`config.mk`:
```
export PLATFORM = sky130hd
export DESIGN_NAME = fetch_unit_rv32i_flat
export DESIGN_NICKNAME = d
export VERILOG_FILES = /design/src/rtl/rv32i_pkg.sv /design/src/rtl/fetch_unit_rv32i_if.sv /design/src/rtl/sync_fifo.sv /design/src/rtl/fetch_unit_rv32i.sv /design/src/flat_wrapper.sv
export SDC_FILE = /design/constraint.sdc
export NUM_CORES = 1
export LEC_CHECK = 0
export ABC_AREA = 0
export CAP_MARGIN = 40
export CORE_MARGIN = 2
export CORE_UTILIZATION = 35
export CTS_BUF_LIST = sky130_fd_sc_hd__clkbuf_4
export DETAILED_ROUTE_END_ITERATION = 10
export GPL_TIMING_DRIVEN = 0
export PLACE_DENSITY = 0.69
export SETUP_SLACK_MARGIN = 0.1
export SLEW_MARGIN = 15
export SYNTH_ARGS = -nofsm -noshare
export SYNTH_HDL_FRONTEND = slang
export SYNTH_HIERARCHICAL = 1
export SYNTH_SLANG_ARGS = --single-unit
```
`constraint.sdc`:
```
create_clock -name clock -period 20.4 [get_ports clock]
set_input_delay 6.12 -clock clock [delete_from_list [all_inputs] [get_ports clock]]
set_output_delay 6.12 -clock clock [all_outputs]
set_load 0.1 [all_outputs]
```
`src/rtl/rv32i_pkg.sv`:
```
// Shared RV32I definitions: opcodes, instruction field positions and fetch FSM states.
package rv32i_pkg;

  localparam logic [6:0] OP_R      = 7'h33;
  localparam logic [6:0] OP_I      = 7'h13;
  localparam logic [6:0] OP_LOAD   = 7'h03;
  localparam logic [6:0] OP_STORE  = 7'h23;
  localparam logic [6:0] OP_BRANCH = 7'h63;
  localparam logic [6:0] OP_LUI    = 7'h37;
  localparam logic [6:0] OP_AUIPC  = 7'h17;
  localparam logic [6:0] OP_JAL    = 7'h6F;
  localparam logic [6:0] OP_JALR   = 7'h67;

  localparam logic [31:0] NOP = 32'h0000_0013;

  localparam int unsigned OPCODE_LSB = 0;
  localparam int unsigned RD_LSB     = 7;
  localparam int unsigned FUNCT3_LSB = 12;
  localparam int unsigned RS1_LSB    = 15;
  localparam int unsigned RS2_LSB    = 20;
  localparam int unsigned FUNCT7_LSB = 25;

  typedef enum logic [0:0] {
    StRun,
    StFault
  } fetch_state_e;

  function automatic logic is_aligned(input logic [31:0] pc);
    return pc[1:0] == 2'b00;
  endfunction

endpackage

```
`src/rtl/fetch_unit_rv32i_if.sv`:
```
// Instruction-memory request/response bus plus the decoded-instruction stream to decode.
interface fetch_unit_rv32i_if;

  logic        imem_req;
  logic [31:0] imem_addr;
  logic        imem_gnt;
  logic        imem_rvalid;
  logic [31:0] imem_rdata;

  logic        id_valid;
  logic        id_ready;
  logic [31:0] id_pc;
  logic [31:0] id_instr;
  logic [6:0]  id_opcode;
  logic [2:0]  id_funct3;
  logic [6:0]  id_funct7;
  logic [4:0]  id_rd;
  logic [4:0]  id_rs1;
  logic [4:0]  id_rs2;

  modport master (
    output imem_req, imem_addr,
    input  imem_gnt, imem_rvalid, imem_rdata,
    output id_valid, id_pc, id_instr, id_opcode, id_funct3, id_funct7, id_rd, id_rs1, id_rs2,
    input  id_ready
  );

  modport slave (
    input  imem_req, imem_addr,
    output imem_gnt, imem_rvalid, imem_rdata,
    input  id_valid, id_pc, id_instr, id_opcode, id_funct3, id_funct7, id_rd, id_rs1, id_rs2,
    output id_ready
  );

endinterface

```
`src/rtl/sync_fifo.sv`:
```
// Synchronous FIFO with combinational head read and a synchronous flush.
module sync_fifo #(
  parameter int unsigned Width = 32,
  parameter int unsigned Depth = 2
) (
  input  logic                   clock,
  input  logic                   reset,
  input  logic                   flush_i,
  input  logic                   push_i,
  input  logic [Width-1:0]       wdata_i,
  input  logic                   pop_i,
  output logic [Width-1:0]       rdata_o,
  output logic [$clog2(Depth):0] count_o
);

  localparam int unsigned AddrW = $clog2(Depth);
  localparam int unsigned CntW  = AddrW + 1;

  logic [Width-1:0] mem_q [Depth];
  logic [AddrW-1:0] wr_ptr_q, rd_ptr_q;
  logic [CntW-1:0]  count_q;
  logic             empty, full, do_push, do_pop;

  assign empty   = (count_q == '0);
  assign full    = (count_q == CntW'(Depth));
  assign do_pop  = pop_i & ~empty;
  // Push into a full FIFO is allowed when the head leaves in the same cycle.
  assign do_push = push_i & (~full | do_pop);

  always_ff @(posedge clock) begin
    if (reset || flush_i) begin
      wr_ptr_q <= '0;
      rd_ptr_q <= '0;
      count_q  <= '0;
    end else begin
      if (do_push) wr_ptr_q <= wr_ptr_q + AddrW'(1);
      if (do_pop)  rd_ptr_q <= rd_ptr_q + AddrW'(1);
      case ({do_push, do_pop})
        2'b10:   count_q <= count_q + CntW'(1);
        2'b01:   count_q <= count_q - CntW'(1);
        default: count_q <= count_q;
      endcase
    end
  end

  always_ff @(posedge clock) begin
    if (do_push && !flush_i && !reset) mem_q[wr_ptr_q] <= wdata_i;
  end

  assign rdata_o = mem_q[rd_ptr_q];
  assign count_o = count_q;

endmodule

```
`src/rtl/fetch_unit_rv32i.sv`:
```
// RV32I fetch stage: owns the PC, issues word reads, buffers responses and presents them to
// decode with pre-split fields. Redirects flush buffered work and drop in-flight responses.
module fetch_unit_rv32i
  import rv32i_pkg::*;
#(
  parameter logic [31:0] RESET_PC = 32'h0000_0000,
  parameter int unsigned DEPTH    = 2
) (
  input  logic                      clock,
  input  logic                      reset,
  fetch_unit_rv32i_if.master        bus,
  input  logic                      redirect_valid,
  input  logic [31:0]               redirect_pc,
  output logic                      fetch_fault
);

  localparam int unsigned CntW = $clog2(DEPTH) + 1;
  localparam int unsigned SumW = CntW + 1;

  fetch_state_e    state_q, state_d;
  logic [31:0]     fetch_pc_q, fetch_pc_d;
  logic [CntW-1:0] inflight_q, inflight_d;
  logic [CntW-1:0] drop_q, drop_d;
  logic [CntW-1:0] count, pend_count;

  logic            run, req, grant, resp, keep, valid, pop;
  logic [31:0]     pend_pc;
  logic [63:0]     head;
  logic [31:0]     instr;

  assign run   = (state_q == StRun);
  // Only registered occupancy feeds the request, so id_ready never reaches imem_req.
  assign req   = ~reset & run &
                 (({1'b0, inflight_q} + {1'b0, count}) < SumW'(DEPTH));
  assign grant = req & bus.imem_gnt;
  assign resp  = bus.imem_rvalid & (inflight_q != '0);
  assign keep  = resp & (drop_q == '0) & ~redirect_valid & (pend_count != '0);
  assign valid = run & (count != '0);
  assign pop   = valid & bus.id_ready & ~redirect_valid;

  always_comb begin
    state_d    = state_q;
    fetch_pc_d = fetch_pc_q;
    inflight_d = inflight_q;
    drop_d     = drop_q;

    if (grant) begin
      inflight_d = inflight_d + CntW'(1);
      fetch_pc_d = fetch_pc_q + 32'd4;
    end
    if (resp) begin
      inflight_d = inflight_d - CntW'(1);
      if (drop_q != '0) drop_d = drop_q - CntW'(1);
    end

    // Everything still outstanding, including this cycle's grant, belongs to the old stream.
    if (redirect_valid) begin
      drop_d     = inflight_d;
      fetch_pc_d = redirect_pc;
      state_d    = is_aligned(redirect_pc) ? StRun : StFault;
    end
  end

  always_ff @(posedge clock) begin
    if (reset) begin
      state_q    <= StRun;
      fetch_pc_q <= RESET_PC;
      inflight_q <= '0;
      drop_q     <= '0;
    end else begin
      state_q    <= state_d;
      fetch_pc_q <= fetch_pc_d;
      inflight_q <= inflight_d;
      drop_q     <= drop_d;
    end
  end

  // PCs of requests that will be kept, recorded at grant time in request order.
  sync_fifo #(
    .Width (32),
    .Depth (DEPTH)
  ) u_pc_fifo (
    .clock   (clock),
    .reset   (reset),
    .flush_i (redirect_valid),
    .push_i  (grant & ~redirect_valid),
    .wdata_i (fetch_pc_q),
    .pop_i   (keep),
    .rdata_o (pend_pc),
    .count_o (pend_count)
  );

  sync_fifo #(
    .Width (64),
    .Depth (DEPTH)
  ) u_instr_fifo (
    .clock   (clock),
    .reset   (reset),
    .flush_i (redirect_valid),
    .push_i  (keep),
    .wdata_i ({pend_pc, bus.imem_rdata}),
    .pop_i   (pop),
    .rdata_o (head),
    .count_o (count)
  );

  assign instr = valid ? head[31:0] : 32'h0;

  assign bus.imem_req  = req;
  assign bus.imem_addr = fetch_pc_q;
  assign bus.id_valid  = valid;
  assign bus.id_pc     = valid ? head[63:32] : 32'h0;
  assign bus.id_instr  = instr;
  assign bus.id_opcode = instr[OPCODE_LSB +: 7];
  assign bus.id_rd     = instr[RD_LSB +: 5];
  assign bus.id_funct3 = instr[FUNCT3_LSB +: 3];
  assign bus.id_rs1    = instr[RS1_LSB +: 5];
  assign bus.id_rs2    = instr[RS2_LSB +: 5];
  assign bus.id_funct7 = instr[FUNCT7_LSB +: 7];

  assign fetch_fault = (state_q == StFault);

endmodule

```
`src/flat_wrapper.sv`:
```
// flat-port wrapper written by rule: the top's interface ports become plain ports
module fetch_unit_rv32i_flat import rv32i_pkg::*;
#(
  parameter logic [31:0] RESET_PC = 32'h0000_0000,
  parameter int unsigned DEPTH    = 2
)
  (clock, reset, redirect_valid, redirect_pc, fetch_fault, bus_imem_req, bus_imem_addr, bus_imem_gnt, bus_imem_rvalid, bus_imem_rdata, bus_id_valid, bus_id_pc, bus_id_instr, bus_id_opcode, bus_id_funct3, bus_id_funct7, bus_id_rd, bus_id_rs1, bus_id_rs2, bus_id_ready);
  fetch_unit_rv32i_if bus_i ();
  input  logic clock;
  input  logic reset;
  input  logic redirect_valid;
  input  logic [31:0] redirect_pc;
  output logic fetch_fault;
  output wire logic [$bits(bus_i.imem_req)-1:0] bus_imem_req;
  output wire logic [$bits(bus_i.imem_addr)-1:0] bus_imem_addr;
  input wire logic [$bits(bus_i.imem_gnt)-1:0] bus_imem_gnt;
  input wire logic [$bits(bus_i.imem_rvalid)-1:0] bus_imem_rvalid;
  input wire logic [$bits(bus_i.imem_rdata)-1:0] bus_imem_rdata;
  output wire logic [$bits(bus_i.id_valid)-1:0] bus_id_valid;
  output wire logic [$bits(bus_i.id_pc)-1:0] bus_id_pc;
  output wire logic [$bits(bus_i.id_instr)-1:0] bus_id_instr;
  output wire logic [$bits(bus_i.id_opcode)-1:0] bus_id_opcode;
  output wire logic [$bits(bus_i.id_funct3)-1:0] bus_id_funct3;
  output wire logic [$bits(bus_i.id_funct7)-1:0] bus_id_funct7;
  output wire logic [$bits(bus_i.id_rd)-1:0] bus_id_rd;
  output wire logic [$bits(bus_i.id_rs1)-1:0] bus_id_rs1;
  output wire logic [$bits(bus_i.id_rs2)-1:0] bus_id_rs2;
  input wire logic [$bits(bus_i.id_ready)-1:0] bus_id_ready;
  assign bus_imem_req = bus_i.imem_req;
  assign bus_imem_addr = bus_i.imem_addr;
  assign bus_i.imem_gnt = bus_imem_gnt;
  assign bus_i.imem_rvalid = bus_imem_rvalid;
  assign bus_i.imem_rdata = bus_imem_rdata;
  assign bus_id_valid = bus_i.id_valid;
  assign bus_id_pc = bus_i.id_pc;
  assign bus_id_instr = bus_i.id_instr;
  assign bus_id_opcode = bus_i.id_opcode;
  assign bus_id_funct3 = bus_i.id_funct3;
  assign bus_id_funct7 = bus_i.id_funct7;
  assign bus_id_rd = bus_i.id_rd;
  assign bus_id_rs1 = bus_i.id_rs1;
  assign bus_id_rs2 = bus_i.id_rs2;
  assign bus_i.id_ready = bus_id_ready;
  fetch_unit_rv32i #(.RESET_PC(RESET_PC), .DEPTH(DEPTH)) u_core (.clock(clock), .reset(reset), .bus(bus_i), .redirect_valid(redirect_valid), .redirect_pc(redirect_pc), .fetch_fault(fetch_fault));
endmodule
```
==> results.sh, run 1 <==
export IMPL_hold_viol=0
export IMPL_die_w_um=174.6
export IMPL_vdd_drop_max_mv=0.04481
export IMPL_p_comb_share_pct=11.8
export IMPL_routed_wirelength_um=27240
export IMPL_ant_nets=0
export IMPL_ctsHoldBuffers=0
export IMPL_yosysTopAreaCell="edfxtp_1"
export IMPL_startpoint_type="primary input"
export IMPL_nets=1202
export IMPL_drt_iter0_markers=484
export IMPL_crit_chain="clkdlybuf4s50_1 -> buf_2 -> or3_1 -> buf_4 -> nor2_1 -> clkdlybuf4s50_1 -> buf_8"
export IMPL_cp_data_required_time_ns=14.28
export IMPL_grt_max_degree=27
export IMPL_leakagePower_uw=0.005849
export IMPL_p_sw_uw=268.9
export IMPL_clock_sinks=239
export IMPL_synth_area_um2=10180
export IMPL_dpl_hpwl_um=20390
export IMPL_route_detailed_drc=0
export IMPL_relSlewSlack_pct=46.02
export IMPL_fin_hold_ws_ns=0.4851
export IMPL_worstMarginPinSlew_ns=0.7985
export IMPL_die_h_um=174.6
export IMPL_power_frac_seq_pct=50.9
export IMPL_grt_setup_unrepaired="false"
export IMPL_antenna_found_initial=1
export IMPL_cts_root_buf="clkbuf_4"
export IMPL_worstPathArrival_ns=8.46
export IMPL_clkLatencyLatePin_ns=0.70
export IMPL_critPathMaxFanout=13
export IMPL_cellPowerDensity_nw_per_um2=67.02
export IMPL_status="complete, no violations"
export IMPL_synthFlopType="edfxtp_1"
export IMPL_die_area_um2=30480
export IMPL_globalplace_congestion=0.8004
export IMPL_io_buffers=200
export IMPL_netlist_area_leader_share_pct=56.61
export IMPL_path_class="primary input to primary output"
export IMPL_fmax_ghz=0.06858
export IMPL_cts_resized=0
export IMPL_drive_gt1_share_pct=34.87
export IMPL_grt_usage_pct=17.61
export IMPL_seq_area_frac_synth_pct=65.85
export IMPL_synth_cells=712
export IMPL_core_area_um2=28700
export IMPL_ys_warn_count=6
export IMPL_cts_tree="yes"
export IMPL_layout_common_cells="200 x clkdlybuf4s50_1, 192 x edfxtp_1, 105 x buf_8, 97 x clkbuf_4, 94 x mux2_2"
export IMPL_grt_pass1_wl_um=41700
export IMPL_vias=7242
export IMPL_max_cap_viol_count=0
export IMPL_max_clock_path_buffers=3
export IMPL_path_clk_slew_ns=0.06
export IMPL_synth_cell_types=49
export IMPL_crit_buf_inv=5
export IMPL_synth_area_leaders="edfxtp_1 57%, mux2_2 10%, dfxtp_1 9.2%"
export IMPL_slowest_stage="clkdlybuf4s50_1"
export IMPL_nFillCells=2253
export IMPL_period_share_pct=71.48
export IMPL_finalPower_uw=1070
export IMPL_areaGrowthSynthToFinish_pct=56.82
export IMPL_setup_violations=0
export IMPL_pre_cts_slack_ns=5.834
export IMPL_h_tree_depth=2
export IMPL_synth_seq_cells=239
export IMPL_maxSlewViolCount=0
export IMPL_dr_pass1_iters=4
export IMPL_avgViaCountPerCell=4.657
export IMPL_clock_skew_ns=0.04356
export IMPL_crit_path_end_kind="primary output"
export IMPL_syn_avg_cell_area_um2=14.30
export IMPL_rows=62
export IMPL_cpPeakStageDelay_ns=0.65
export IMPL_path_delay_family="buffers and inverters"
export IMPL_cts_buffers=59
export IMPL_ios=201
export IMPL_critPathMostFrequentCell="clkdlybuf4s50_1"
export IMPL_synthesis_nets=788
export IMPL_netSwitchingFraction_pct=25.12
export IMPL_synthArstFlopShare_pct=0
export IMPL_initial_core_util_pct=35.48
export IMPL_setup_ws_ns=5.819
export IMPL_post_route_min_period_ns=14.58
export IMPL_grt_remaining_overflow=0
export IMPL_hold_class="register to register"
export IMPL_post_route_util_pct=55.65
export IMPL_synth_edff_count=192
export IMPL_clock_power_share_pct=37.3
export IMPL_avgRoutedWirePerCell_um=17.52
export IMPL_grt_pass1_vias=7528
export IMPL_p_int_uw=801.6
export IMPL_cts_setup_buffers=0
export IMPL_final_common_cell="clkdlybuf4s50_1"
==> kinds of logic after synthesis <==
group | after synthesis | synth area share [%]
AOI/OAI and AO/OA | 53 | 3.735
and+or+nand+nor | 200 | 11.19
DFF | 239 | 65.85
muxes | 101 | 11.11
xor gates and xnor gates | 36 | 3.096
buffers and inverters | 77 | 4.214
adders and majority gates | 6 | 0.8108
==> through the flow <==
stage / cells / TNS [ns] / instance area, um^2
final: 1555 / 0 / 15970
after global routing: 1555 / 0 / 15970
after CTS: 1554 / 0 / 15970
after detailed placement: 1449 / 0 / 15200
after global placement: 1296 / -8.113 / 12670
after floorplan: 712 / 0 / 10180
==> flip-flops by register name, summed over array words and instances (netlist names), named ones only <==
| register | count |
|---|---|
| u_core/drop_q | 2 |
| u_core/fetch_fault | 1 |
| u_core/u_instr_fifo/mem_q | 128 |
| u_core/u_instr_fifo/wr_ptr_q | 1 |
| u_core/u_pc_fifo/mem_q | 64 |
| u_core/u_pc_fifo/rd_ptr_q | 1 |
| u_core/bus.imem_addr | 32 |
| u_core/inflight_q | 2 |
| u_core/u_instr_fifo/rd_ptr_q | 1 |
| u_core/u_pc_fifo/wr_ptr_q | 1 |
| u_core/u_instr_fifo/count_o | 2 |
| u_core/u_pc_fifo/count_o | 2 |
==> final cells by class <==
cell class | instances | area [um^2] | share of cell area, %
tap | 384 | 480.5 | 3.008
sequential | 239 | 6706 | 41.99
multi-input combinational | 396 | 3077 | 19.26
inverter | 13 | 48.80 | 0.3055
clock buffer | 97 | 728.2 | 4.559
buffer | 64 | 380.4 | 2.382
antenna | 1 | 2.502 | 0.01567
clock inverter | 8 | 43.79 | 0.2742
timing repair buffer | 353 | 4504 | 28.20
==> worst min-delay path, stage by stage, from the launching register on <==
cell     delay (ns)
dfxtp_1        0.32
nand2_1        0.06
mux2i_1        0.06
==> final timing paths <==
kind	cells after the start	end	slack, ns	startpoint
setup reg to reg	11	u_core/u_instr_fifo/mem_q[1][8]	16.56	u_core/inflight_q[1]
setup / recovery	7	bus_imem_req	5.82	reset
hold / removal	2	u_core/u_instr_fifo/wr_ptr_q	0.49	u_core/u_instr_fifo/wr_ptr_q
hold reg to reg	2	u_core/u_instr_fifo/wr_ptr_q	0.49	u_core/u_instr_fifo/wr_ptr_q
==> power groups by stage <==
stage / logic (uW) / clock network [uW] / registers (uW)
5_1_grt: 133 / 438 / 546
3_5_place_dp: 126 / 0 / 555
3_3_place_gp: 103 / 0 / 555
2_1_floorplan: 39.2 / 0 / 583
4_1_cts: 126 / 413 / 545
6_report: 126 / 399 / 545
==> cells in the mapped netlist (13+ instances only) <==
cell type	instances
nand4_1	15
xnor2_1	18
xor2_1	18
buf_4	33
and2_1	71
nand2_1	20
nor2_1	43
edfxtp_1	192
clkbuf_1	18
a211oi_1	19
mux2_2	94
buf_2	13
dfxtp_1	47
==> metal layers <==
layer / global-route usage, % / vias to the layer above / part of all wire (%)
met2: 30.89 / 264 / 50
li1: - / 3453 / -
met4: 5.417 / 0 / 2.2
met3: 3.655 / 51 / 6.4
met1: 21.85 / 3474 / 42
met5: 0 / - / 0
No activity file was read; power rests on OpenSTA's default activity.
==> inputs of run 2 (changes only) <==
--- a/config.mk
+++ b/config.mk
@@ -12,7 +12,7 @@
 export CTS_BUF_LIST = sky130_fd_sc_hd__clkbuf_4
 export DETAILED_ROUTE_END_ITERATION = 10
 export GPL_TIMING_DRIVEN = 0
-export PLACE_DENSITY = 0.69
+export PLACE_DENSITY = 0.71
 export SETUP_SLACK_MARGIN = 0.1
 export SLEW_MARGIN = 15
 export SYNTH_ARGS = -nofsm -noshare
==> constraint.sdc (replaced) <==
create_clock -name clock -period 11.9 [get_ports clock]
set_input_delay 3.57 -clock clock [delete_from_list [all_inputs] [get_ports clock]]
set_output_delay 3.57 -clock clock [all_outputs]
set_load 0.1 [all_outputs]
==> results.sh, run 2 (synthesized netlist as in run 1, its figures left out) <==
export IMPL_status="complete, no violations"
export IMPL_h_tree_depth=2
export IMPL_io_buffers=200
export IMPL_grt_max_degree=24
export IMPL_post_route_min_period_ns=9.601
export IMPL_grt_pass1_vias=7570
export IMPL_largest_register="u_core/u_instr_fifo/mem_q"
export IMPL_antenna_found_initial=1
export IMPL_avgRoutedWirePerCell_um=17.64
export IMPL_globalplace_congestion=0.8101
export IMPL_drive_gt1_share_pct=34.16
export IMPL_critPathMostFrequentCell="clkdlybuf4s50_1"
export IMPL_die_w_um=174.6
export IMPL_relSlewSlack_pct=44.10
export IMPL_drt_met1_wl_um=11080
export IMPL_cp_data_required_time_ns=8.33
export IMPL_areaGrowthSynthToFinish_pct=56.23
export IMPL_grt_remaining_overflow=0
export IMPL_vias=7284
export IMPL_setup_violations=0
export IMPL_dr_pass1_iters=5
export IMPL_clock_skew_ns=0.06136
export IMPL_grt_usage_pct=17.71
export IMPL_period_share_pct=80.68
export IMPL_crit_path_end_kind="primary output"
export IMPL_tns_ns=0
export IMPL_die_area_um2=30480
export IMPL_hold_viol=0
export IMPL_leakagePower_uw=0.005799
export IMPL_drt_iter0_markers=432
export IMPL_final_common_cell="clkdlybuf4s50_1"
export IMPL_cts_resized=0
export IMPL_layout_common_cells="200 x clkdlybuf4s50_1, 192 x edfxtp_1, 110 x buf_8, 94 x mux2_2, 91 x clkbuf_4"
export IMPL_nFillCells=2281
export IMPL_ctsHoldBuffers=0
export IMPL_cellPowerDensity_nw_per_um2=114.0
export IMPL_dp_cells=1444
export IMPL_grt_pass1_wl_um=41730
export IMPL_wl_met3_um=1788
export IMPL_grt_setup_unrepaired="false"
export IMPL_max_clock_path_buffers=3
export IMPL_maxSlewViolCount=0
export IMPL_clock_sinks=239
export IMPL_critPathMaxFanout=13
export IMPL_largest_reg_flops=128
export IMPL_cts_setup_buffers=0
export IMPL_cts_root_buf="clkbuf_4"
export IMPL_cts_tree="yes"
export IMPL_vdd_drop_max_mv=0.07610
export IMPL_slowest_stage="clkdlybuf4s50_1"
export IMPL_path_class="primary input to primary output"
export IMPL_fin_hold_ws_ns=0.5004
export IMPL_cts_buffers=60
export IMPL_worstPathArrival_ns=6.03
export IMPL_clkLatencyLatePin_ns=0.70
export IMPL_path_delay_family="buffers and inverters"
export IMPL_max_cap_viol_count=0
export IMPL_initial_core_util_pct=35.48
export IMPL_maxUsedRoutingLayer="met4"
export IMPL_fin_cells=1551
export IMPL_die_h_um=174.6
export IMPL_startpoint_type="primary input"
export IMPL_hold_class="register to register"
export IMPL_nets=1198
export IMPL_crit_chain="clkdlybuf4s50_1 -> buf_2 -> or3_1 -> buf_4 -> nor2_1 -> clkdlybuf4s50_1 -> buf_8"
export IMPL_route_detailed_drc=0
export IMPL_rows=62
export IMPL_routed_wirelength_um=27360
export IMPL_crit_buf_inv=5
export IMPL_worstMarginPinSlew_ns=0.8350
export IMPL_ant_nets=0
export IMPL_wl_met2_um=14010
export IMPL_dpl_hpwl_um=20310
export IMPL_avgViaCountPerCell=4.696
export IMPL_fmax_ghz=0.1042
export IMPL_cpPeakStageDelay_ns=0.72
export IMPL_ios=201
export IMPL_core_area_um2=28700
export IMPL_path_clk_slew_ns=0.07
## run 2: cell type report
type | instances | area [um^2] | area share [%]
sequential | 239 | 6706 | 42.15
tap | 384 | 480.5 | 3.020
clock buffer | 91 | 683.2 | 4.293
antenna | 2 | 5.005 | 0.03145
buffer | 64 | 380.4 | 2.391
timing repair buffer | 348 | 4459 | 28.03
multi-input combinational | 396 | 3085 | 19.39
inverter | 13 | 48.80 | 0.3067
clock inverter | 14 | 62.56 | 0.3932
## run 2: metrics by stage
step / util (%) / worst slack (ns) / instance area, um^2 / total power [uW]
floorplan: - / 2.897 / 10190 / 1066
global placement: 44.15 / -0.6394 / 12670 / 1127
detailed placement: 52.82 / 2.368 / 15160 / 1166
CTS: 55.42 / 2.358 / 15910 / 1838
global route: 55.44 / 2.224 / 15910 / 1897
finish: 55.44 / 2.299 / 15910 / 1814
## run 2: final timing paths
| path | startpoint | to | slack (ns) | cells after the start |
|---|---|---|---|---|
| worst max register to register | u_core/u_instr_fifo/count_o[0] | u_core/u_instr_fifo/mem_q[1][31] | 8.00 | 10 |
| worst min register to register | u_core/u_pc_fifo/wr_ptr_q | u_core/u_pc_fifo/wr_ptr_q | 0.50 | 2 |
| worst min-delay path | u_core/u_pc_fifo/wr_ptr_q | u_core/u_pc_fifo/wr_ptr_q | 0.50 | 2 |
| worst max-delay path | reset | bus_imem_req | 2.30 | 7 |
## run 2: worst reg2reg max path, cell delays in order (launching register included)
cell	delay, ns
dfxtp_1	0.47
nor2_1	0.09
nor2_1	0.46
clkbuf_1	0.58
and3_1	0.29
o31ai_2	0.14
nor4b_4	0.77
buf_8	0.25
buf_6	0.17
buf_6	0.17
buf_6	0.17
## run 2: power by group
| part | switching (uW) | internal (uW) | total (uW) |
|---|---|---|---|
| logic | 121 | 94.3 | 216 |
| clock network | 318 | 347 | 665 |
| registers | 20.4 | 914 | 934 |
## run 2: layer usage
layer | global-route usage (%) | vias up
met5 | 0 | -
met4 | 4.826 | 0
met3 | 4.112 | 36
met2 | 32.24 | 282
met1 | 20.95 | 3511
li1 | - | 3455
==> inputs of run 3 (changes only) <==
--- a/config.mk
+++ b/config.mk
@@ -12,7 +12,7 @@
 export CTS_BUF_LIST = sky130_fd_sc_hd__clkbuf_4
 export DETAILED_ROUTE_END_ITERATION = 10
 export GPL_TIMING_DRIVEN = 0
-export PLACE_DENSITY = 0.71
+export PLACE_DENSITY = 0.69
 export SETUP_SLACK_MARGIN = 0.1
 export SLEW_MARGIN = 15
 export SYNTH_ARGS = -nofsm -noshare
==> constraint.sdc (replaced) <==
create_clock -name clock -period 9.01 [get_ports clock]
set_input_delay 2.703 -clock clock [delete_from_list [all_inputs] [get_ports clock]]
set_output_delay 2.703 -clock clock [all_outputs]
set_load 0.1 [all_outputs]
==> results.sh, run 3 (synthesized netlist as in run 1, its figures left out) <==
export IMPL_cp_data_required_time_ns=6.31
export IMPL_ctsHoldBuffers=0
export IMPL_areaGrowthSynthToFinish_pct=55.23
export IMPL_h_tree_depth=2
export IMPL_crit_chain="clkdlybuf4s50_1 -> buf_2 -> or3_1 -> buf_4 -> nor2_1 -> clkdlybuf4s50_1 -> buf_8"
export IMPL_cts_tree="yes"
export IMPL_largest_reg_flops=128
export IMPL_clkLatencyLatePin_ns=0.67
export IMPL_reg2reg_depth=8
export IMPL_cts_buffers=59
export IMPL_cts_setup_buffers=0
export IMPL_hold_viol=0
export IMPL_cellPowerDensity_nw_per_um2=150.4
export IMPL_path_class="primary input to primary output"
export IMPL_post_route_min_period_ns=7.813
export IMPL_cp_depth=7
export IMPL_dr_pass1_iters=4
export IMPL_routed_wirelength_um=26940
export IMPL_cpPeakStageDelay_ns=0.67
export IMPL_startpoint_type="primary input"
export IMPL_worstReg2RegEnd="u_core/u_instr_fifo/mem_q[0][7]"
export IMPL_pre_cts_slack_ns=1.217
export IMPL_fmax_ghz=0.1280
export IMPL_drive_gt1_share_pct=33.39
export IMPL_fin_cells=1541
export IMPL_nFillCells=2245
export IMPL_ant_nets=0
export IMPL_regToRegSetupSlack_ns=5.57
export IMPL_p_int_uw=1783
export IMPL_path_delay_family="buffers and inverters"
export IMPL_rows=62
export IMPL_tns_ns=0
export IMPL_core_area_um2=28700
export IMPL_crit_buf_inv=5
export IMPL_grt_remaining_overflow=0
export IMPL_worstPathArrival_ns=5.11
export IMPL_setup_ws_ns=1.197
export IMPL_leakagePower_uw=0.005750
export IMPL_dp_cells=1441
export IMPL_grt_setup_unrepaired="false"
export IMPL_critPathCapture="bus_imem_req"
export IMPL_worstMarginPinSlew_ns=0.8623
export IMPL_grt_max_degree=27
export IMPL_route_detailed_drc=0
export IMPL_critPathMostFrequentCell="clkdlybuf4s50_1"
export IMPL_hold_class="register to register"
export IMPL_status="complete, no violations"
export IMPL_r2r_start="u_core/u_instr_fifo/count_o[0]"
export IMPL_die_w_um=174.6
export IMPL_setup_violations=0
export IMPL_cts_root_buf="clkbuf_4"
export IMPL_drt_iter0_markers=407
export IMPL_largest_register="u_core/u_instr_fifo/mem_q"
export IMPL_max_cap_viol_count=0
export IMPL_initial_core_util_pct=35.48
export IMPL_clock_power_share_pct=36.3
export IMPL_nets=1194
export IMPL_dpl_hpwl_um=20030
export IMPL_period_share_pct=86.72
export IMPL_die_area_um2=30480
export IMPL_critPathMaxFanout=13
export IMPL_clock_skew_ns=0.04451
export IMPL_crit_path_end_kind="primary output"
export IMPL_max_clock_path_buffers=3
export IMPL_grt_pass1_wl_um=41270
export IMPL_grt_usage_pct=17.44
export IMPL_io_buffers=200
export IMPL_relSlewSlack_pct=42.38
export IMPL_avgRoutedWirePerCell_um=17.48
export IMPL_layout_common_cells="200 x clkdlybuf4s50_1, 192 x edfxtp_1, 112 x buf_8, 94 x mux2_2, 77 x clkbuf_4"
export IMPL_p_comb_share_pct=11.8
export IMPL_cts_resized=0
export IMPL_vdd_drop_max_mv=0.1133
export IMPL_vias=7271
export IMPL_netSwitchingFraction_pct=25.04
export IMPL_ios=201
export IMPL_antenna_found_initial=1
export IMPL_globalplace_congestion=0.8449
export IMPL_final_common_cell="clkdlybuf4s50_1"
export IMPL_critPathLaunch="reset"
export IMPL_power_frac_seq_pct=51.9
export IMPL_slowest_stage="clkdlybuf4s50_1"
export IMPL_p_sw_uw=595.6
export IMPL_clock_sinks=239
export IMPL_path_clk_slew_ns=0.07
export IMPL_maxSlewViolCount=0
export IMPL_die_h_um=174.6
export IMPL_avgViaCountPerCell=4.718
export IMPL_grt_pass1_vias=7537
==> run 3: changes by cell type in the layout (fill, tap and decap cells not counted), moves of 2 or more <==
cell / delta
clkbuf_4: -14
clkinv_2: +5
buf_16: -3
bufinv_16: +2
buf_4: -2
buf_8: +2
clkinv_1: +3
==> run 3: worst min-delay path by stage <==
stage	to	depth (start not counted)	start	slack, ns
4_1_cts	u_core/u_pc_fifo/wr_ptr_q	2	u_core/u_pc_fifo/wr_ptr_q	0.48
3_3_place_gp	u_core/u_instr_fifo/wr_ptr_q	2	u_core/u_instr_fifo/wr_ptr_q	0.45
5_1_grt	u_core/u_pc_fifo/wr_ptr_q	2	u_core/u_pc_fifo/wr_ptr_q	0.51
6_report	u_core/u_pc_fifo/wr_ptr_q	2	u_core/u_pc_fifo/wr_ptr_q	0.49
3_5_place_dp	u_core/u_pc_fifo/wr_ptr_q	2	u_core/u_pc_fifo/wr_ptr_q	0.47
2_1_floorplan	u_core/u_instr_fifo/wr_ptr_q	2	u_core/u_instr_fifo/wr_ptr_q	0.44
==> run 3: layout make-up <==
type	instances	area [um^2]	share of cell area [%]
flip-flops and latches	239	6706	42.42
repair buffers	345	4385	27.74
multi-input cells	396	3085	19.52
clock buffers	77	578.1	3.656
well taps	384	480.5	3.039
plain buffers	64	380.4	2.406
clock inverters	22	142.6	0.9022
inverters	13	48.80	0.3086
diodes	1	2.502	0.01583
==> run 3: metal layers <==
metal / share of wire, % / wire [um] / GRT usage (%)
met1: 42 / 11210 / 20.95
met2: 50 / 13420 / 30.87
met3: 6.2 / 1679 / 3.938
met4: 2.3 / 626 / 5.972
met5: 0 / 0 / 0
==> run 3: metrics by stage <==
step	hold slack, ns	power [uW]	utilization [%]	instance area (um^2)
4_1_cts	0.4847	2415	55.07	15810
6_report	0.4852	2378	55.08	15810
5_1_grt	0.5085	2483	55.08	15810
2_1_floorplan	0.4421	1408	-	10190
3_3_place_gp	0.4521	1489	44.15	12670
3_5_place_dp	0.4702	1538	52.56	15090
==> run 3: power groups by stage <==
stage                     clock network (uW)  registers (uW)  logic [uW]
after floorplan                            0            1320        88.8
after global placement                     0            1260         231
after detailed placement                   0            1260         280
after CTS                                900            1230         282
after global routing                     951            1240         296
final                                    864            1230         280
==> run 3: worst min-delay path, stage by stage (launching register included) <==
cell     delay, ns
dfxtp_1       0.33
nand2_1       0.06
mux2i_1       0.05
==> RTL change 1 (flow settings as in run 2) <==
Register the output `fetch_fault`, without a reset; this adds one clock of latency there. The other outputs are not delayed to match.
--- a/src/rtl/fetch_unit_rv32i.sv
+++ b/src/rtl/fetch_unit_rv32i.sv
@@ -119,5 +119,7 @@
   assign bus.id_funct7 = instr[FUNCT7_LSB +: 7];
 
-  assign fetch_fault = (state_q == StFault);
+  always_ff @(posedge clock) begin
+    fetch_fault <= (state_q == StFault);
+  end
 
 endmodule
Behaviour: not the same (Yosys sat finds a counterexample within 4 cycles, from zero or initial values and one cycle with reset high).
==> RTL change 1 against run 2 <==
  * Power increased by 4.1%
  * Synthesized area increased by 0.20%
  * Wire length increased by 1.6%
  * Die area increased by 0.19%
  * Global-route usage increased by 0.54 points
  * Setup slack improved by 83 ps
  * First-iteration DRC count decreased by 11%
  * Design area increased by 0.23%
  * Synthesized cell count increased by 0.14%
  * Sequential cell count increased by 1
  * Critical endpoint unchanged
==> RTL change 1: results (changes against run 2) <==
share of layout cells above drive strength 1 34.5% (was 34.2%); P_leak 5.81 nW (was 5.80 nW); hpwl dp 20600 um (was 20300 um); Max VDD drop 0.0877 mV (was 0.0761 mV); fillers 2254 (was 2281); placer's final routability congestion estimate 0.838 (was 0.810); cell with the most instances after synthesis edfxtp_1 (unchanged); Routed WL 27800 um (was 27400 um); CTS Buf Count 66 (was 60); met2 WL 14200 um (was 14000 um); Post-Syn Nets 789 (was 788); vias in the first global route 7781 (was 7570); synth top area cells edfxtp_1, mux2_2, dfxtp_1 (unchanged); Cell variety after synth 49 (unchanged); largest register by flop count u_core/u_instr_fifo/mem_q (unchanged); Slew HR 48.0% (was 44.1%); Post-CTS Setup Repair Bufs 0 (unchanged); global-route wire length before repair 42900 um (was 41700 um); M1 WL 11000 um (was 11100 um); met3 wire length 2130 um (was 1790 um); Worst Path Arrival 5950 ps (was 6030 ps); Core Util, Final 55.6% (was 55.4%); largest net degree at the start of global routing 25 (was 24); top post-synthesis cells by count edfxtp_1, mux2_2, and2_1 (unchanged); DR vias/cell 4.77 (was 4.70); Clock Skews 68.0 ps (was 61.4 ps); status complete, no violations (unchanged); Post-DP Area 0.0151 mm^2 (was 0.0152 mm^2); GR Util All Layers 18.3% (was 17.7%); Nets 1203 (was 1198); Bufs on Longest Clock Path 3 (unchanged); Starting DRT DRC Count 384 (was 432); Seq/Total Area, Yosys 65.9% (was 65.8%); htree depth 3 (was 2); max incr delay on CP 670 ps (was 720 ps)
RTL change 1: cell types whose count changed after synthesis:
cell	before	now
dfxtp_1	47	48
RTL change 1: path summary, 6_finish.rpt:
path / slack [ps] / cells after the start / from / to
worst max-delay path: 2380 / 7 / reset / bus_imem_req
worst min-delay path: 430 / 0 / u_core/state_q$_SDFFE_PP0P_ / u_core/fetch_fault$_DFF_P_
worst max register to register: 8240 / 10 / u_core/u_instr_fifo/count_o[0]$_SDFFE_PP0P_ / u_core/u_instr_fifo/mem_q[1][13]$_DFFE_PP_
worst min register to register: 430 / 0 / u_core/state_q$_SDFFE_PP0P_ / u_core/fetch_fault$_DFF_P_
RTL change 1: routing by layer:
metal  vias up  track usage [%]
met1      3614             21.3
met5         -                0
met4         0             6.67
met3        46             4.48
li1       3456                -
met2       316             32.5
RTL change 1: logic make-up (layout without fill, tap and decap cells):
group / after synthesis / after routing / synth area share [%]
flops: 240 / 240 / 65.9
simple gates: 200 / 200 / 11.2
mux: 101 / 101 / 11.1
buf+inv: 77 / 535 / 4.21
compound gates: 53 / 53 / 3.73
xor+xnor: 36 / 36 / 3.09
fa+ha+maj: 6 / 6 / 0.809
other cells: 0 / 2 / 0
RTL change 1: metrics by stage:
stage / cells / hold WS (ps) / setup WS (ps)
after CTS: 1555 / 433 / 2380
after detailed placement: 1443 / 431 / 2400
after global routing: 1557 / 459 / 2230
after floorplan: 713 / 373 / 2900
final: 1557 / 426 / 2380
after global placement: 1297 / 438 / -498
RTL change 1: layout make-up:
| type | count | share of cell area [%] |
|---|---|---|
| repair buffers | 346 | 27.5 |
| clock inverters | 16 | 0.706 |
| inverters | 13 | 0.306 |
| flip-flops and latches | 240 | 42.2 |
| diodes | 2 | 0.0314 |
| multi-input cells | 396 | 19.3 |
| well taps | 384 | 3.01 |
| clock buffers | 96 | 4.52 |
| plain buffers | 64 | 2.39 |
RTL change 1: power breakdown:
part	switching (W)	total (W)	internal [W]
combinational	0.000121	0.000214	0.0000933
sequential	0.0000208	0.000938	0.000917
clock	0.000342	0.000736	0.000393
RTL change 1: critical path: cells and delay by family:
| family | cells | cell delay (ps) |
|---|---|---|
| AND/OR/NAND/NOR | 2 | 450 |
| buffers and inverters | 5 | 1930 |
==> RTL change 2 (flow settings as in run 2) <==
Without the edit above. Reset style: asynchronous (`reset`), changed in one clocked block.
--- a/src/rtl/fetch_unit_rv32i.sv
+++ b/src/rtl/fetch_unit_rv32i.sv
@@ -62,5 +62,5 @@
   end
 
-  always_ff @(posedge clock) begin
+  always_ff @(posedge clock or posedge reset) begin
     if (reset) begin
       state_q    <= StRun;
Function: differs if reset is asserted again (counterexample within 4 cycles, from zero or initial values and one cycle with reset high); with reset held inactive, the same outputs for 4 cycles.
==> RTL change 2 against run 2 <==
  * Setup slack improved by 140 ps
  * Count of clock-buffer cells in the layout decreased by 9
  * Worst hold slack got worse by 25 ps
  * Clock skew decreased by 26 ps
  * Synthesized area increased by 1.2%
  * Wire length decreased by 4.2%
  * Register-to-register slack got worse by 330 ps
  * Design area increased by 0.52%
  * Largest power group unchanged
  * Power increased by 4.6%
  * Sequential cell count unchanged
==> RTL change 2: results (changes against run 2) <==
Placed Cells incl. Taps 1432 (was 1444); top post-synthesis cells by count edfxtp_1, mux2_2, and2_1 (unchanged); max reg flops 128 (unchanged); Worst Path Arrival 5890 ps (was 6030 ps); GR Util All Layers 17.0% (was 17.7%); post-synthesis cell count 702 (was 712); complex-gate fraction of the synthesized area 3.60% (was 3.73%); share of layout cells above drive strength 1 33.9% (was 34.2%); Post-synth EDFFs 192 (unchanged); Clock Skews 35.5 ps (was 61.4 ps); GRT met2 Usage 30.0% (was 32.2%); synth top area cells edfxtp_1, mux2_2, dfrtp_1 (was edfxtp_1, mux2_2, dfxtp_1); met1 Use GR 21.0% (about the same); hpwl dp 19500 um (was 20300 um); status complete, no violations (unchanged); Seq/Total Area, Yosys 66.8% (was 65.8%); post_cts resized 0 (unchanged); Max VDD drop 0.0663 mV (was 0.0761 mV); Post-Syn Nets 778 (was 788); CTS Buf Count 58 (was 60); Root Buffer clkbuf_4 (unchanged); mux contribution to synthesized area 11.5% (was 11.1%); CP max FO 14 (was 13); max_cap viols 0 (unchanged); asr flop ratio synth 15.5% (was 0%); M1 WL 11100 um (about the same); placer's final routability congestion estimate 0.791 (was 0.810); GRT met3 Usage 3.42% (was 4.11%); Starting DRT DRC Count 285 (was 432); Port Buffers 200 (unchanged); worst skew pair latency 700 ps (about the same); Routed WL 26200 um (was 27400 um); vias 7249 (was 7284); P_leak 5.85 nW (was 5.80 nW); max incr delay on CP 720 ps (about the same); post-synthesis adder-cell area fraction 0.801% (was 0.811%); vias in the first global route 7803 (was 7570); global-route wire length before repair 41200 um (was 41700 um); Final Non-Filler Cells 1543 (was 1551); Cell variety after synth 48 (was 49); Tightest Pin Transition 804 ps (was 835 ps); Nets 1184 (was 1198); Synth Area in XOR/XNOR 1.61% (was 3.10%); met2 WL 13200 um (was 14000 um); Place WS 2470 ps (was 2370 ps); met3 wire length 1420 um (was 1790 um); largest net degree at the start of global routing 35 (was 24)
==> RTL change 2: cell types whose count changed after synthesis, sizes merged, moves of 12 or more <==
cell	change
nor2	-17
dfxtp	-37
a211oi	-20
xor2	-12
or4	+16
o31ai	+12
dfrtp	+37
a31oi	+12
==> RTL change 2: final cells by class <==
type	instances	area, um^2
antenna	1	2.50
buffer	64	417
clock buffer	82	616
clock inverter	28	171
fill	2294	12900
inverter	11	41.3
multi-input combinational	388	3000
sequential	239	6890
tap	384	480
timing repair buffer	346	4380
==> RTL change 2: report_power, final <==
part | internal, W | switching [W]
combinational | 0.000110 | 0.000146
sequential | 0.000920 | 0.0000287
clock | 0.000366 | 0.000326
==> RTL change 2: per-stage QoR <==
step	TNS, ps	total power [W]	instance area [um^2]	util [%]	hold slack, ps
after floorplan	0	0.00110	10300	-	442
after global placement	-26990	0.00117	12800	44.4	448
after detailed placement	0	0.00122	15200	52.7	466
after CTS	0	0.00192	16000	55.4	481
after global routing	0	0.00198	16000	55.4	520
final	0	0.00190	16000	55.4	475
==> RTL change 2: final timing paths <==
check,start,end,slack (ps),depth (start not counted)
min in group asynchronous,reset,u_core/fetch_fault$_DFFE_PP0P_,3520,2
setup / recovery,reset,bus_imem_req,2440,6
hold / removal,u_core/u_pc_fifo/wr_ptr_q$_SDFFE_PP0P_,u_core/u_pc_fifo/wr_ptr_q$_SDFFE_PP0P_,470,2
max in group asynchronous,reset,u_core/bus.imem_addr[9]$_DFFE_PP0P_,7950,3
setup reg to reg,u_core/u_instr_fifo/count_o[0]$_SDFFE_PP0P_,u_core/u_pc_fifo/mem_q[1][29]$_DFFE_PP_,7670,13
hold reg to reg,u_core/u_pc_fifo/wr_ptr_q$_SDFFE_PP0P_,u_core/u_pc_fifo/wr_ptr_q$_SDFFE_PP0P_,470,2
